**src/rtl/apb_requester_if.sv**
```systemverilog
// rtl/apb_requester_if.sv - command/response port and APB bus bundle for apb_requester
interface apb_requester_if #(
  parameter int ADDR_W = 32,
  parameter int DATA_W = 32
);
  logic              cmd_valid;
  logic              cmd_ready;
  logic              cmd_write;
  logic [ADDR_W-1:0] cmd_addr;
  logic [DATA_W-1:0] cmd_wdata;
  logic              rsp_valid;
  logic              rsp_ready;
  logic [DATA_W-1:0] rsp_rdata;
  logic              rsp_err;
  logic              rsp_timeout;
  logic              psel;
  logic              penable;
  logic              pwrite;
  logic [ADDR_W-1:0] paddr;
  logic [DATA_W-1:0] pwdata;
  logic [DATA_W-1:0] prdata;
  logic              pready;
  logic              pslverr;

  modport master (
    input  cmd_valid, cmd_write, cmd_addr, cmd_wdata, rsp_ready, prdata, pready, pslverr,
    output cmd_ready, rsp_valid, rsp_rdata, rsp_err, rsp_timeout, psel, penable, pwrite, paddr, pwdata
  );

  modport slave (
    output cmd_valid, cmd_write, cmd_addr, cmd_wdata, rsp_ready, prdata, pready, pslverr,
    input  cmd_ready, rsp_valid, rsp_rdata, rsp_err, rsp_timeout, psel, penable, pwrite, paddr, pwdata
  );
endinterface

```
**src/rtl/apb_requester.sv**
```systemverilog
// rtl/apb_requester.sv - single-outstanding APB initiator with wait-state timeout
module apb_requester #(
  parameter int ADDR_W         = 32,
  parameter int DATA_W         = 32,
  parameter int TIMEOUT_CYCLES = 16,
  parameter int CNT_W          = 8
) (
  input  logic                  i_pclk,
  input  logic                  i_preset,
  apb_requester_if.master       bus
);
  typedef enum logic [1:0] {S_IDLE, S_SETUP, S_ACCESS} state_t;

  localparam logic [CNT_W-1:0] TO_LAST = CNT_W'((TIMEOUT_CYCLES > 0) ? TIMEOUT_CYCLES - 1 : 0);

  state_t            r_state;
  state_t            w_next;
  logic [CNT_W-1:0]  r_cnt;
  logic              r_pwrite;
  logic [ADDR_W-1:0] r_paddr;
  logic [DATA_W-1:0] r_pwdata;
  logic              r_rsp_valid;
  logic [DATA_W-1:0] r_rsp_rdata;
  logic              r_rsp_err;
  logic              r_rsp_timeout;
  logic              w_psel;
  logic              w_penable;
  logic              w_cmd_ready;
  logic              w_fire;
  logic              w_done;
  logic              w_abort;

  assign w_fire  = bus.cmd_valid && w_cmd_ready;
  assign w_done  = (r_state == S_ACCESS) && bus.pready;
  // pready on the final wait cycle takes priority over the abort
  assign w_abort = (TIMEOUT_CYCLES != 0) && (r_state == S_ACCESS) && !bus.pready && (r_cnt == TO_LAST);

  always_ff @(posedge i_pclk or posedge i_preset) begin
    if (i_preset) r_state <= S_IDLE;
    else          r_state <= w_next;
  end

  always_comb begin
    w_next = r_state;
    case (r_state)
      S_IDLE:   if (w_fire) w_next = S_SETUP;
      S_SETUP:  w_next = S_ACCESS;
      S_ACCESS: if (w_done || w_abort) w_next = S_IDLE;
      default:  w_next = S_IDLE;
    endcase
  end

  always_comb begin
    w_psel      = (r_state == S_SETUP) || (r_state == S_ACCESS);
    w_penable   = (r_state == S_ACCESS);
    w_cmd_ready = (r_state == S_IDLE) && !i_preset && (!r_rsp_valid || bus.rsp_ready);
  end

  always_ff @(posedge i_pclk or posedge i_preset) begin
    if (i_preset) begin
      r_cnt         <= '0;
      r_pwrite      <= 1'b0;
      r_paddr       <= '0;
      r_pwdata      <= '0;
      r_rsp_valid   <= 1'b0;
      r_rsp_rdata   <= '0;
      r_rsp_err     <= 1'b0;
      r_rsp_timeout <= 1'b0;
    end else begin
      if (r_state == S_SETUP) r_cnt <= '0;
      else if ((r_state == S_ACCESS) && !bus.pready) r_cnt <= r_cnt + CNT_W'(1);

      if (w_fire) begin
        r_pwrite <= bus.cmd_write;
        r_paddr  <= bus.cmd_addr;
        r_pwdata <= bus.cmd_wdata;
      end

      // a new completion always overwrites the slot, even during its handshake
      if (w_done) begin
        r_rsp_valid   <= 1'b1;
        r_rsp_rdata   <= r_pwrite ? '0 : bus.prdata;
        r_rsp_err     <= bus.pslverr;
        r_rsp_timeout <= 1'b0;
      end else if (w_abort) begin
        r_rsp_valid   <= 1'b1;
        r_rsp_rdata   <= '0;
        r_rsp_err     <= 1'b1;
        r_rsp_timeout <= 1'b1;
      end else if (r_rsp_valid && bus.rsp_ready) begin
        r_rsp_valid   <= 1'b0;
      end
    end
  end

  assign bus.cmd_ready   = w_cmd_ready;
  assign bus.psel        = w_psel;
  assign bus.penable     = w_penable;
  assign bus.pwrite      = r_pwrite;
  assign bus.paddr       = r_paddr;
  assign bus.pwdata      = r_pwdata;
  assign bus.rsp_valid   = r_rsp_valid;
  assign bus.rsp_rdata   = r_rsp_rdata;
  assign bus.rsp_err     = r_rsp_err;
  assign bus.rsp_timeout = r_rsp_timeout;
endmodule

```
**src/flat_wrapper.sv**
```systemverilog
// flat-port wrapper written by rule: the top's interface ports become plain ports
module apb_requester_flat 
#(
  parameter int ADDR_W         = 32,
  parameter int DATA_W         = 32,
  parameter int TIMEOUT_CYCLES = 16,
  parameter int CNT_W          = 8
)
  (i_pclk, i_preset, bus_cmd_valid, bus_cmd_write, bus_cmd_addr, bus_cmd_wdata, bus_rsp_ready, bus_prdata, bus_pready, bus_pslverr, bus_cmd_ready, bus_rsp_valid, bus_rsp_rdata, bus_rsp_err, bus_rsp_timeout, bus_psel, bus_penable, bus_pwrite, bus_paddr, bus_pwdata);
  apb_requester_if #(.ADDR_W(ADDR_W), .DATA_W(DATA_W)) bus_i ();
  input  logic i_pclk;
  input  logic i_preset;
  input wire logic [$bits(bus_i.cmd_valid)-1:0] bus_cmd_valid;
  input wire logic [$bits(bus_i.cmd_write)-1:0] bus_cmd_write;
  input wire logic [$bits(bus_i.cmd_addr)-1:0] bus_cmd_addr;
  input wire logic [$bits(bus_i.cmd_wdata)-1:0] bus_cmd_wdata;
  input wire logic [$bits(bus_i.rsp_ready)-1:0] bus_rsp_ready;
  input wire logic [$bits(bus_i.prdata)-1:0] bus_prdata;
  input wire logic [$bits(bus_i.pready)-1:0] bus_pready;
  input wire logic [$bits(bus_i.pslverr)-1:0] bus_pslverr;
  output wire logic [$bits(bus_i.cmd_ready)-1:0] bus_cmd_ready;
  output wire logic [$bits(bus_i.rsp_valid)-1:0] bus_rsp_valid;
  output wire logic [$bits(bus_i.rsp_rdata)-1:0] bus_rsp_rdata;
  output wire logic [$bits(bus_i.rsp_err)-1:0] bus_rsp_err;
  output wire logic [$bits(bus_i.rsp_timeout)-1:0] bus_rsp_timeout;
  output wire logic [$bits(bus_i.psel)-1:0] bus_psel;
  output wire logic [$bits(bus_i.penable)-1:0] bus_penable;
  output wire logic [$bits(bus_i.pwrite)-1:0] bus_pwrite;
  output wire logic [$bits(bus_i.paddr)-1:0] bus_paddr;
  output wire logic [$bits(bus_i.pwdata)-1:0] bus_pwdata;
  assign bus_i.cmd_valid = bus_cmd_valid;
  assign bus_i.cmd_write = bus_cmd_write;
  assign bus_i.cmd_addr = bus_cmd_addr;
  assign bus_i.cmd_wdata = bus_cmd_wdata;
  assign bus_i.rsp_ready = bus_rsp_ready;
  assign bus_i.prdata = bus_prdata;
  assign bus_i.pready = bus_pready;
  assign bus_i.pslverr = bus_pslverr;
  assign bus_cmd_ready = bus_i.cmd_ready;
  assign bus_rsp_valid = bus_i.rsp_valid;
  assign bus_rsp_rdata = bus_i.rsp_rdata;
  assign bus_rsp_err = bus_i.rsp_err;
  assign bus_rsp_timeout = bus_i.rsp_timeout;
  assign bus_psel = bus_i.psel;
  assign bus_penable = bus_i.penable;
  assign bus_pwrite = bus_i.pwrite;
  assign bus_paddr = bus_i.paddr;
  assign bus_pwdata = bus_i.pwdata;
  apb_requester #(.ADDR_W(ADDR_W), .DATA_W(DATA_W), .TIMEOUT_CYCLES(TIMEOUT_CYCLES), .CNT_W(CNT_W)) u_core (.i_pclk(i_pclk), .i_preset(i_preset), .bus(bus_i));
endmodule
```
**config.mk**
```make
export PLATFORM = sky130hd
export DESIGN_NAME = apb_requester_flat
export DESIGN_NICKNAME = d
export VERILOG_FILES = /design/src/rtl/apb_requester_if.sv /design/src/rtl/apb_requester.sv /design/src/flat_wrapper.sv
export SDC_FILE = /design/constraint.sdc
export NUM_CORES = 1
export LEC_CHECK = 0
export BUFFER_PORTS_ARGS = -buffer_cell sky130_fd_sc_hd__buf_2
export CAP_MARGIN = 30
export CORE_MARGIN = 4
export CORE_UTILIZATION = 35
export DETAILED_ROUTE_END_ITERATION = 8
export SYNTH_ARGS = -nofsm -noshare
export SYNTH_HDL_FRONTEND = slang
export SYNTH_SLANG_ARGS = --single-unit
```
**constraint.sdc**
```tcl
create_clock -name i_pclk -period 4.44 [get_ports i_pclk]
set_input_delay 0.888 -clock i_pclk [delete_from_list [all_inputs] [get_ports i_pclk]]
set_output_delay 0.888 -clock i_pclk [all_outputs]
set_load 0.02 [all_outputs]
```
# --- Yosys cells after proc, flatten, opt, wreduce, memory -nomap -nowiden ---
# Index checks and enable logic that the tools add are counted.
word_totals:
  register_bits: 110
  input_bits: 103
  output_inout_bits: 103
  word_cells: 47
classes:
  addsub: 1
  n_eq_ne: 5
  muxes: 14
  reduce_logical: 18
op_table:
  columns: ["op", "n"]
  rows:
  - ["$mux 32", 3]
  - ["$mux 8", 2]
  - ["$add 8x1->8 const B", 1]
  - ["$eq 8x4->1 const B", 1]
  - ["$logic_and 1x1->1", 7]
  - ["$mux 1", 6]
  - ["$pmux 2 s3", 1]
  - ["$mux 2", 2]
  - ["$ne 2x1->1 const B", 2]
  - ["$reduce_bool 2->1", 2]
  - ["$logic_not 1->1", 3]
  - ["$logic_or 1x1->1", 3]
  - ["$reduce_bool 3->1", 1]
  - ["$eq 2x1->1 const B", 1]
  - ["$eq 2x2->1 const B", 1]
  - ["$logic_not 2->1", 1]
  - ["$reduce_and 2->1", 1]

# --- Logic depth before layout (Yosys ltp) ---
# Gate-level depths: netlist of run 1.
logic_depth:
  depth_word: 6
  depth_mapped: 8

# --- Least setup slack after synthesis of run 1 ---
# OpenSTA, ideal clock, no wires.
synth_timing:
  path_kind: "input -> output"
  from: "in bus_rsp_ready"
  to: "out bus_cmd_ready"
  arrival_time_ns: 1.292
  required_time_ns: 3.552
  slack_ns: 2.260
  cell_stages: 3
  path_buffers: 0
  path_cell_list: "nor2b_1 nor2_1 and2_1"
synth_via:
  elab_chain_cells: 2
synth_rtl:
  columns: ["element", "line_no", "text"]
  rows:
  - ["from (decl)", "flat_wrapper.sv:17", "input wire logic [$bits(bus_i.rsp_ready)-1:0] bus_rsp_ready;"]
  - ["$logic_or 1x1->1", "apb_requester.sv:56", "w_cmd_ready = (r_state == S_IDLE) && !i_preset && (!r_rsp_valid || bus.rsp_ready);"]
  - ["$logic_and 1x1->1", "apb_requester.sv:56", null]
  - ["to (decl)", "flat_wrapper.sv:21", "output wire logic [$bits(bus_i.cmd_ready)-1:0] bus_cmd_ready;"]
# No other way between the ends.

# --- Worst setup path after layout of run 1 ---
layout_timing:
  from: "in bus_rsp_ready"
  to: "reg u_core.r_paddr[8], in the netlist u_core.bus.paddr[8]"
layout_via:
  elab_chain_cells: 3
layout_rtl:
  columns: ["element", "line_no", "text"]
  rows:
  - ["$logic_or 1x1->1", "apb_requester.sv:56", null]
  - ["$logic_and 1x1->1", "apb_requester.sv:56", null]
  - ["$logic_and 1x1->1", "apb_requester.sv:33", "assign w_fire = bus.cmd_valid && w_cmd_ready;"]
  - ["to (signal assigned)", "apb_requester.sv:75", "r_paddr <= bus.cmd_addr;"]
  - ["to (decl)", "apb_requester.sv:20", "logic [ADDR_W-1:0] r_paddr;"]
# No other way between the ends.
# A chain may end at the register's enable or synchronous reset.

==> run metrics, run 1 <==
HPWL after DPL=8120 um; Sequential Area=2750 sq um; XOR/XNOR share of the synthesized area=1.15%; vias=3351; P_leak=3.02 nW; complex-gate fraction of the synthesized area=between 4 and 5%; die width=122 um; RSZ-0062 raised after global routing=no; Synth area leaders=dfrtp_1 (60%), mux2_2 (17%), nand2b_1 (4.7%), nand3_1 (3.0%), o21ai_1 (3.0%); slew of the pin with the lowest slew margin=between 700 and 800 ps; die outline area=14900 sq um; mux cell area share after synthesis=~17%; TritonCTS clock tree=done; syn_nets=~460; fin crit share=54.9%; CTS Hold Bufs=0; # placed instances=about 700; postcts setup bufs=0; Non-Filler Instances=about 730; top cell type's share of synthesized area=60.5%; antenna violations before repair=0; die height=roughly 120 um; Worst EP required=about 4700 ps; H-tree depth=3; first-pass GRT wire length=17100 um; pin count of the biggest net entering global routing=52; Iter 0 DRT Violations=about 110; clock sink count=110; Max Slew Vio Count=0; commonest non-fill, non-tap cell in the layout=buf_2; status=complete, no violations; Peak VDD IR=between 0.3 and 0.4 mV; Initial Util=around 36%; Clk Tree Root Cell=clkbuf_16; Hold Vio Cnt, Final=0; Wirelength per Cell=14.8 um; GR Util All Layers=approximately 15%; Total Routed Length=10800 um; number of distinct library cells after synthesis=31; Clock Path Buffers=2; Max Cap Viol=0; Yosys top cell by area=dfrtp_1; I/O Buffers=between 200 and 250; Mapped Area=~4600 sq um; Max Clock Skew=approximately 4.6 ps; core box area=12700 sq um; startpoint types=input port; fmax=410 MHz; DRC=0; final period demand of the worst path=2440 ps; #FFs+latches synth=110; pwr dens=between 700 and 800 nW/um^2; Yosys Warn Count=0; Sum Neg Setup Slack=0 ps; fin worst setup slack=~2000 ps; largest family of logic cells by synthesized area=multiplexers; DRT antenna net count=0; clock latency on the worst-skew pair=340 ps; vias in the first global route=3500; routability cong.=0.727; Relative slew margins=49.1%; Synth Area in Simple Gates=12.5%; Multi-input gate area=1640 sq um; Critical Path AT=2670 ps; First-pass DRT Iterations=4; layout cells sized above 1=between 50% and 60%; synth-to-layout area growth=32.5%; average instance area after synthesis=13.0 sq um; sequential area share after synthesis=between 60% and 70%; minimum hold slack=roughly 480 ps; Min-Delay Path Class=reg -> reg; crit path max fanout=34; Vias/cell=roughly 4.6; Post-Synthesis Cells=351; final setup violation count=0; IO Pins=206; pre-CTS setup slack=1600 ps; most frequent cells in the layout=buf_2 (205), dfrtp_1 (110), mux2_2 (67); adder-cell share of the synthesized area=about 1.4%; CTS clk-pin slew, worst paths=70 ps; Post-CTS Resized=0; fillers=1174; Crit. End Element=register; critical path class=in -> reg; Num CTS Buffers=9; Overflow after GRT=0; nets=approximately 660; Rows=41
layer usage:
metal	part of all wire, %	vias up	routed length (um)	global-route usage [%]
met5	0	-	0	0
met4	1.6	0	170	5.67
met3	11	11	1210	6.64
met2	48	140	5150	23.3
met1	40	1596	4280	17.3
li1	-	1604	-	-
power by group:
group          internal [mW]  switching, mW  total [mW]
clock network          0.442          0.361       0.803
logic                  0.769           1.10        1.87
registers               1.44          0.226        1.67
logic make-up after synthesis:
kind of cell,after synthesis
AOI/OAI and AO/OA,39
xor gates and xnor gates,6
adders and majority gates,5
buffers and inverters,26
DFF,110
muxes,67
and+or+nand+nor,98
per-stage QoR:
| stage | total power [mW] | cell area, sq um | utilization, % |
|---|---|---|---|
| after global routing | 4.63 | 6030 | 47.6 |
| after global placement | 3.53 | 5690 | 44.9 |
| after detailed placement | 3.59 | 5730 | 45.2 |
| after floorplan | 2.90 | 4550 | - |
| after CTS | 4.42 | 6030 | 47.6 |
| final | 4.34 | 6030 | 47.6 |
cell usage after synthesis (all sizes together):
library cell / number
a21oi: 4
and2: 1
buf: 14
clkbuf: 8
dfrtp: 110
ha: 5
inv: 4
mux2: 67
nand2: 10
nand2b: 34
nand3: 35
nand3b: 1
nand4: 1
nor2: 8
nor2b: 2
nor3: 1
nor4: 1
o21ai: 35
or3: 2
or4: 2
xnor2: 3
xor2: 3
worst paths after layout:
path                                                    start  cells past startpoint                              endpoint  slack [ps]
max                                             bus_rsp_ready                      6       u_core.bus.paddr[8]$_DFFE_PP0P_        2000
min                        u_core.bus.rsp_timeout$_DFFE_PP0P_                      2    u_core.bus.rsp_timeout$_DFFE_PP0P_         480
max reg2reg                     u_core.r_state[0]$_DFFE_PP0P_                      5       u_core.bus.paddr[8]$_DFFE_PP0P_        2110
min reg2reg                u_core.bus.rsp_timeout$_DFFE_PP0P_                      2    u_core.bus.rsp_timeout$_DFFE_PP0P_         480
max in group asynchronous                            i_preset                      3  u_core.bus.rsp_rdata[12]$_DFFE_PP0P_        3120
min in group asynchronous                            i_preset                      2     u_core.bus.pwdata[24]$_DFFE_PP0P_         620
critical path: stages:
cell and delay, ps:
buf_2 100, nor2b_1 150, nor2_1 80, nand3_2 510
buf_4 500, mux2_2 390
cell type report:
type	instances	share of cell area, %
flip-flops and latches	110	45.6
multi-input cells	215	27.3
repair buffers	211	18.3
clock buffers	10	3.80
well taps	172	3.57
clock inverters	6	1.14
inverters	4	0.290
diodes	1	0.0415
sequential cells by signal, indices dropped and copies added (netlist names):
name,cells
u_core.bus.rsp_err,1
u_core.bus.paddr,32
u_core.bus.pwrite,1
u_core.bus.rsp_valid,1
u_core.bus.rsp_rdata,32
u_core.r_state,2
u_core.bus.rsp_timeout,1
u_core.r_cnt,8
u_core.bus.pwdata,32
Note: power is estimated with default switching activity, not from simulation.
==> run 2: changes to the inputs <==
- ABC_AREA: default -> 1
- clock period: 4.44 -> 2.55 ns (I/O delays scaled with it)
==> run 2 against run 1 <==
Net effect: die area rose by 0.66%; clock-buffer cell count grew 2; utilization is 0.41 points lower; critical path depth decreased by 1; combinational power is 67% higher; first-iteration DRC count rose by 150%; register-to-register slack got worse by 1400 ps; final cell count up 23%; worst setup slack worse by 1400 ps; global-route usage rose by 1.9 points; sequential power rose by 74%; wire length is 17% higher; largest cell class unchanged.
==> run metrics, run 2 <==
Max Cap Viol=0 (unchanged); Sum Neg Setup Slack=0 ps (unchanged); vias in the first global route=3965 (+13%); nets=826 (+25%); Initial Util=36.0% (+0.11 points); synth-to-layout area growth=31.0%; fmax=between 500 and 600 MHz; #FFs+latches synth=110 (unchanged); I/O Buffers=205 (unchanged); Final Util=47.2% (-0.41 points); Overflow after GRT=0 (unchanged); cell area after layout=6010 sq um (-0.46%); Yosys top cell by area=dfrtp_1; Total Routed Length=12700 um (+17%); die height=122 um (+0.33%); Synth area leaders=dfrtp_1 (60%), nand2_1 (19%), nand3_1 (12%), buf_4 (2.0%), ha_1 (1.4%); Post-synth EDFFs=0 (unchanged); first-pass GRT wire length=19600 um (+15%); most numerous cell in the Yosys netlist=nand2_1; slew of the pin with the lowest slew margin=661 ps (-101 ps); P_leak=3.50 nW (+16%); Clk Tree Root Cell=clkbuf_16; Max Clock Skew=4.39 ps (-0.165 ps); CTS clk-pin slew, worst paths=70 ps (about the same); fin crit share=roughly 77%; startpoint types=register; Worst EP required=2040 ps (-2630 ps); Vias/cell=4.74 (+3.1%); vias=4235 (+26%); Hold Vio Cnt, Final=0 (unchanged); core box area=12700 sq um (+0.40%); most instantiated cells after synthesis=nand2_1 (232), dfrtp_1 (110), nand3_1 (109); antenna violations before repair=1 (+1); Rows=41 (unchanged); Max Slew Vio Count=0 (unchanged); Num CTS Buffers=9 (unchanged); average instance area after synthesis=8.75 sq um (-33%); CTS Hold Bufs=0 (unchanged); pwr dens=1220 nW/um^2 (+70%); Min-Delay Path Class=in -> async; Wirelength per Cell=14.2 um (-4.3%); pin count of the biggest net entering global routing=111 (+110%); final period demand of the worst path=1960 ps; top cell type's share of synthesized area=60.0% (-0.43 points); minimum hold slack=354 ps (-124 ps); final setup violation count=0 (unchanged); Critical Path AT=1450 ps (-1220 ps); Clock Path Buffers=2 (unchanged); status=complete, no violations; HPWL after DPL=9010 um (+11%); asr flop ratio synth=100% (unchanged); Worst R2R Setup Slack=690 ps (-1420 ps); Post-Synthesis Cells=524 (+49%); Peak VDD IR=0.497 mV (+51%); Non-Filler Instances=894 (+23%); most frequent cells in the layout=nand2_1 (231), buf_2 (205), dfrtp_1 (110); number of distinct library cells after synthesis=18 (-42%); DRC=0 (unchanged); Antenna Cells=0 (-1); Yosys Warn Count=0 (unchanged); commonest non-fill, non-tap cell in the layout=nand2_1; Critical Path Source=u_core.r_state[0]$_DFFE_PP0P_; H-tree depth=3 (unchanged); fin worst setup slack=595 ps (-1410 ps); TritonCTS clock tree=done; die outline area=15000 sq um (+0.66%); syn_nets=632 (+38%); layout cells sized above 1=32.3% (-23 points); die width=122 um (+0.33%); routability cong.=0.803 (+10%); First-pass DRT Iterations=4 (unchanged); pre-CTS setup slack=677 ps (-924 ps); clock latency on the worst-skew pair=340 ps (about the same); clock sink count=110 (unchanged); Placed Area=5740 sq um (about the same); IO Pins=206 (unchanged); GR Util All Layers=16.5% (+1.9 points); Crit. End Element=output pin; # placed instances=879 (+23%); postcts setup bufs=0 (unchanged); Mapped Area=4580 sq um (+0.71%); top_reg_cell synth=dfrtp_1; critical path class=reg -> out; Tot Pwr=7.32 mW (+69%); DRT antenna net count=0 (unchanged); crit path max fanout=3 (-91%); Iter 0 DRT Violations=277 (+150%); sequential area share after synthesis=60.0% (-0.43 points); RSZ-0062 raised after global routing=no; R2R Path Start=u_core.r_state[0]$_DFFE_PP0P_; Post-CTS Resized=0 (unchanged); Relative slew margins=55.9% (+6.8 points)
## run 2: per-layer routing
metal | GRT usage (%) | part of all wire (%) | up-vias
met5 | 0 | 0.10 | -
met1 | 21.9 | 42 | 1964
met2 | 25.4 | 46 | 186
met4 | 6.72 | 2.1 | 2
li1 | - | - | 2058
met3 | 4.79 | 9.6 | 25
## run 2: cell families (layout without fill, tap and decap cells)
| family | Yosys count | after routing | share of synthesized area (%) |
|---|---|---|---|
| simple gates | 359 | 359 | 32.6 |
| flops | 110 | 110 | 60.0 |
| buf+inv | 44 | 242 | 5.29 |
| compound gates | 6 | 6 | 0.655 |
| fa+ha+maj | 5 | 5 | 1.36 |
## run 2: layout make-up
class,count,area [sq um]
Tap cell,172,215
Inverter,13,52.6
Multi-Input combinational cell,370,1600
Sequential cell,110,2750
Clock inverter,3,21.3
Clock buffer,12,246
Fill cell,1271,6720
Timing Repair Buffer,214,1120
## run 2: where the power goes
group / switching [mW] / internal, mW / total [mW]
logic: 2.10 / 1.01 / 3.12
registers: 0.407 / 2.50 / 2.90
clock network: 0.611 / 0.686 / 1.30
total: 3.12 / 4.20 / 7.32
## run 2: worst max-delay path, stage by stage (launching register included)
cell	delay [ps]
dfrtp_1	400
inv_1	110
ha_1	210
nand2_1	110
nor2_4	90
buf_2	180
## run 2: path summary, 6_finish.rpt
| path | depth (start not counted) | end |
|---|---|---|
| setup / recovery | 5 | bus_cmd_ready |
| min in group i_pclk | 3 | u_core.bus.rsp_rdata[9]$_DFFE_PP0P_ |
| hold / removal | 3 | u_core.bus.paddr[0]$_DFFE_PP0P_ |
| setup reg to reg | 7 | u_core.bus.rsp_rdata[0]$_DFFE_PP0P_ |
| hold reg to reg | 2 | u_core.bus.paddr[13]$_DFFE_PP0P_ |
| max in group asynchronous | 3 | u_core.bus.rsp_rdata[2]$_DFFE_PP0P_ |
==> run 3: changes to the inputs <==
- clock period: 2.55 -> 1.7 ns (I/O delays scaled with it)
==> run 3 against run 2 <==
Net effect: register-to-register slack lost 540 ps; sequential share of layout area shrank 0.95 points; final cell count grew 1.1%; non-clock buffer count grew 9; highest routed layer unchanged; critical path depth is the same; first-iteration DRC count grew 15%; worst hold slack lost 170 ps; clock power grew 52%; clock skew grew 3.5 ps.
==> run metrics, run 3 (synthesis gave the netlist of run 2 again) <==
status=complete, no violations; Relative slew margins=61.9% (+5.9 points); minimum hold slack=185 ps (-170 ps); Worst R2R Setup Slack=150 ps (-540 ps); vias=4264 (+0.68%); Antenna Cells=0 (unchanged); Crit-path slowest cell=dfrtp_1; startpoint types=register; Sum Neg Setup Slack=0 ps (unchanged); CP cell instances=inv_2 -> ha_4 -> nand2_2 -> nor2_4 -> buf_6; final setup violation count=0 (unchanged); Rows=41 (unchanged); Crit. End Element=output pin; DRT antenna net count=0 (unchanged); Initial Util=36.0% (unchanged); fin crit share=96.5%; pwr dens=1830 nW/um^2 (+50%); Peak VDD IR=0.771 mV (+55%); WHS Path Cells=3; final period demand of the worst path=~1600 ps; First-pass DRT Iterations=4 (unchanged); vias in the first global route=4103 (+3.5%); Reg2Reg Depth=9 (+2); GR Util All Layers=16.8% (+0.32 points); HPWL after DPL=9170 um (+1.8%); Iter 0 DRT Violations=319 (+15%); TritonCTS clock tree=done; Num CTS Buffers=9 (unchanged); critical path class=reg -> out; fillers=1246 (-2.0%); IO Pins=206 (unchanged); P_leak=3.56 nW (+1.8%); Overflow after GRT=0 (unchanged); nets=835 (+1.1%); Final Util=48.2% (+1.0 points); fmax=roughly 610 MHz; routability cong.=0.766 (-4.6%); Total Routed Length=12900 um (+1.5%); Max Cap Viol=0 (unchanged); Critical Path AT=1300 ps (-150 ps); die width=122 um (unchanged); DRC=0 (unchanged); Clock Path Buffers=2 (unchanged); I/O Buffers=205 (unchanged); die height=122 um (unchanged); antenna violations before repair=2 (+1); crit path max fanout=3 (unchanged); most frequent cells in the layout=nand2_1 (230), buf_2 (204), dfrtp_1 (110); RSZ-0062 raised after global routing=no; H-tree depth=3 (unchanged); slowest stage delay, CP=400 ps (about the same); Clk Tree Root Cell=clkbuf_16; clock sink count=110 (unchanged); clock latency on the worst-skew pair=350 ps (about the same); layout cells sized above 1=33.6% (+1.3 points); Min-Delay Path Class=in -> reg; core box area=12700 sq um (unchanged); synth-to-layout area growth=33.8%; Max Clock Skew=7.84 ps (+3.46 ps); Max Slew Vio Count=0 (unchanged); CTS Hold Bufs=0 (unchanged); die outline area=15000 sq um (unchanged); Vias/cell=4.72 (-0.43%); slew of the pin with the lowest slew margin=572 ps (-88.8 ps); Wirelength per Cell=14.2 um (+0.40%); crit-path leading delay family=flip-flops; first-pass GRT wire length=19900 um (+1.3%); Hold Vio Cnt, Final=0 (unchanged); Buf+Inv Stages, Crit Path=2 (unchanged); pin count of the biggest net entering global routing=111 (unchanged); Worst EP required=1360 ps (-680 ps); CP Depth=5 (unchanged); commonest non-fill, non-tap cell in the layout=nand2_1; # placed instances=884 (+0.57%); Tot Pwr=11.2 mW (+53%); CTS clk-pin slew, worst paths=70 ps (about the same); Non-Filler Instances=904 (+1.1%)
[run 3: cell type report]
cell class	instances	area, sq um	area share, %
Sequential cell	110	2750	44.9
Multi-Input combinational cell	370	1610	26.3
Timing Repair Buffer	223	1230	20.1
Clock buffer	13	250	4.08
Tap cell	172	215	3.51
Inverter	13	52.6	0.857
Clock inverter	3	18.8	0.306
[run 3: final timing paths]
path | from | to
setup / recovery | u_core.r_state[0]$_DFFE_PP0P_ | bus_cmd_ready
min in group asynchronous | i_preset | u_core.r_state[1]$_DFFE_PP0P_
hold / removal | bus_prdata[2] | u_core.bus.rsp_rdata[2]$_DFFE_PP0P_
hold reg to reg | u_core.bus.paddr[19]$_DFFE_PP0P_ | u_core.bus.paddr[19]$_DFFE_PP0P_
setup reg to reg | u_core.r_state[0]$_DFFE_PP0P_ | u_core.bus.paddr[23]$_DFFE_PP0P_
max in group asynchronous | i_preset | u_core.bus.pwdata[11]$_DFFE_PP0P_
[run 3: metrics by stage]
| stage | area [sq um] | setup slack (ps) |
|---|---|---|
| 2_1_floorplan | 4620 | -1150 |
| 4_1_cts | 6120 | 6.49 |
| 6_report | 6130 | 59.6 |
| 3_5_place_dp | 5810 | 202 |
| 5_1_grt | 6130 | 3.45 |
| 3_3_place_gp | 5810 | 239 |
[run 3: where the power goes]
| group | switching [mW] | internal, mW |
|---|---|---|
| Combinational | 3.21 | 1.65 |
| Clock | 0.930 | 1.04 |
| Sequential | 0.616 | 3.75 |
| Total | 4.76 | 6.44 |
[run 3: repair_timing]
item / 4_1_cts / 5_1_grt
pin swaps: 1 / 1
gates resized for setup: 6 / 2
hold endpoints to repair: 0 / 0
setup endpoints to repair: 1 / 2
buffers inserted: 3 / 1
[run 3: layer usage]
layer	GRT usage [%]	routed length [um]	vias up	part of all wire, %
met4	6.30	191	4	1.5
met2	26.3	5940	175	46
li1	-	-	2078	-
met3	5.39	1250	20	9.7
met1	21.8	5460	1987	42
met5	0	27	-	0.21
[run 3: worst register-to-register path, cell delays in order, from the launching register on]
cell	delay, ps
dfrtp_1	400
inv_2	100
ha_4	150
nand2_2	60
nor2_4	110
buf_4	110
buf_4	110
buf_12	210
nand3_1	130
nand2_1	90
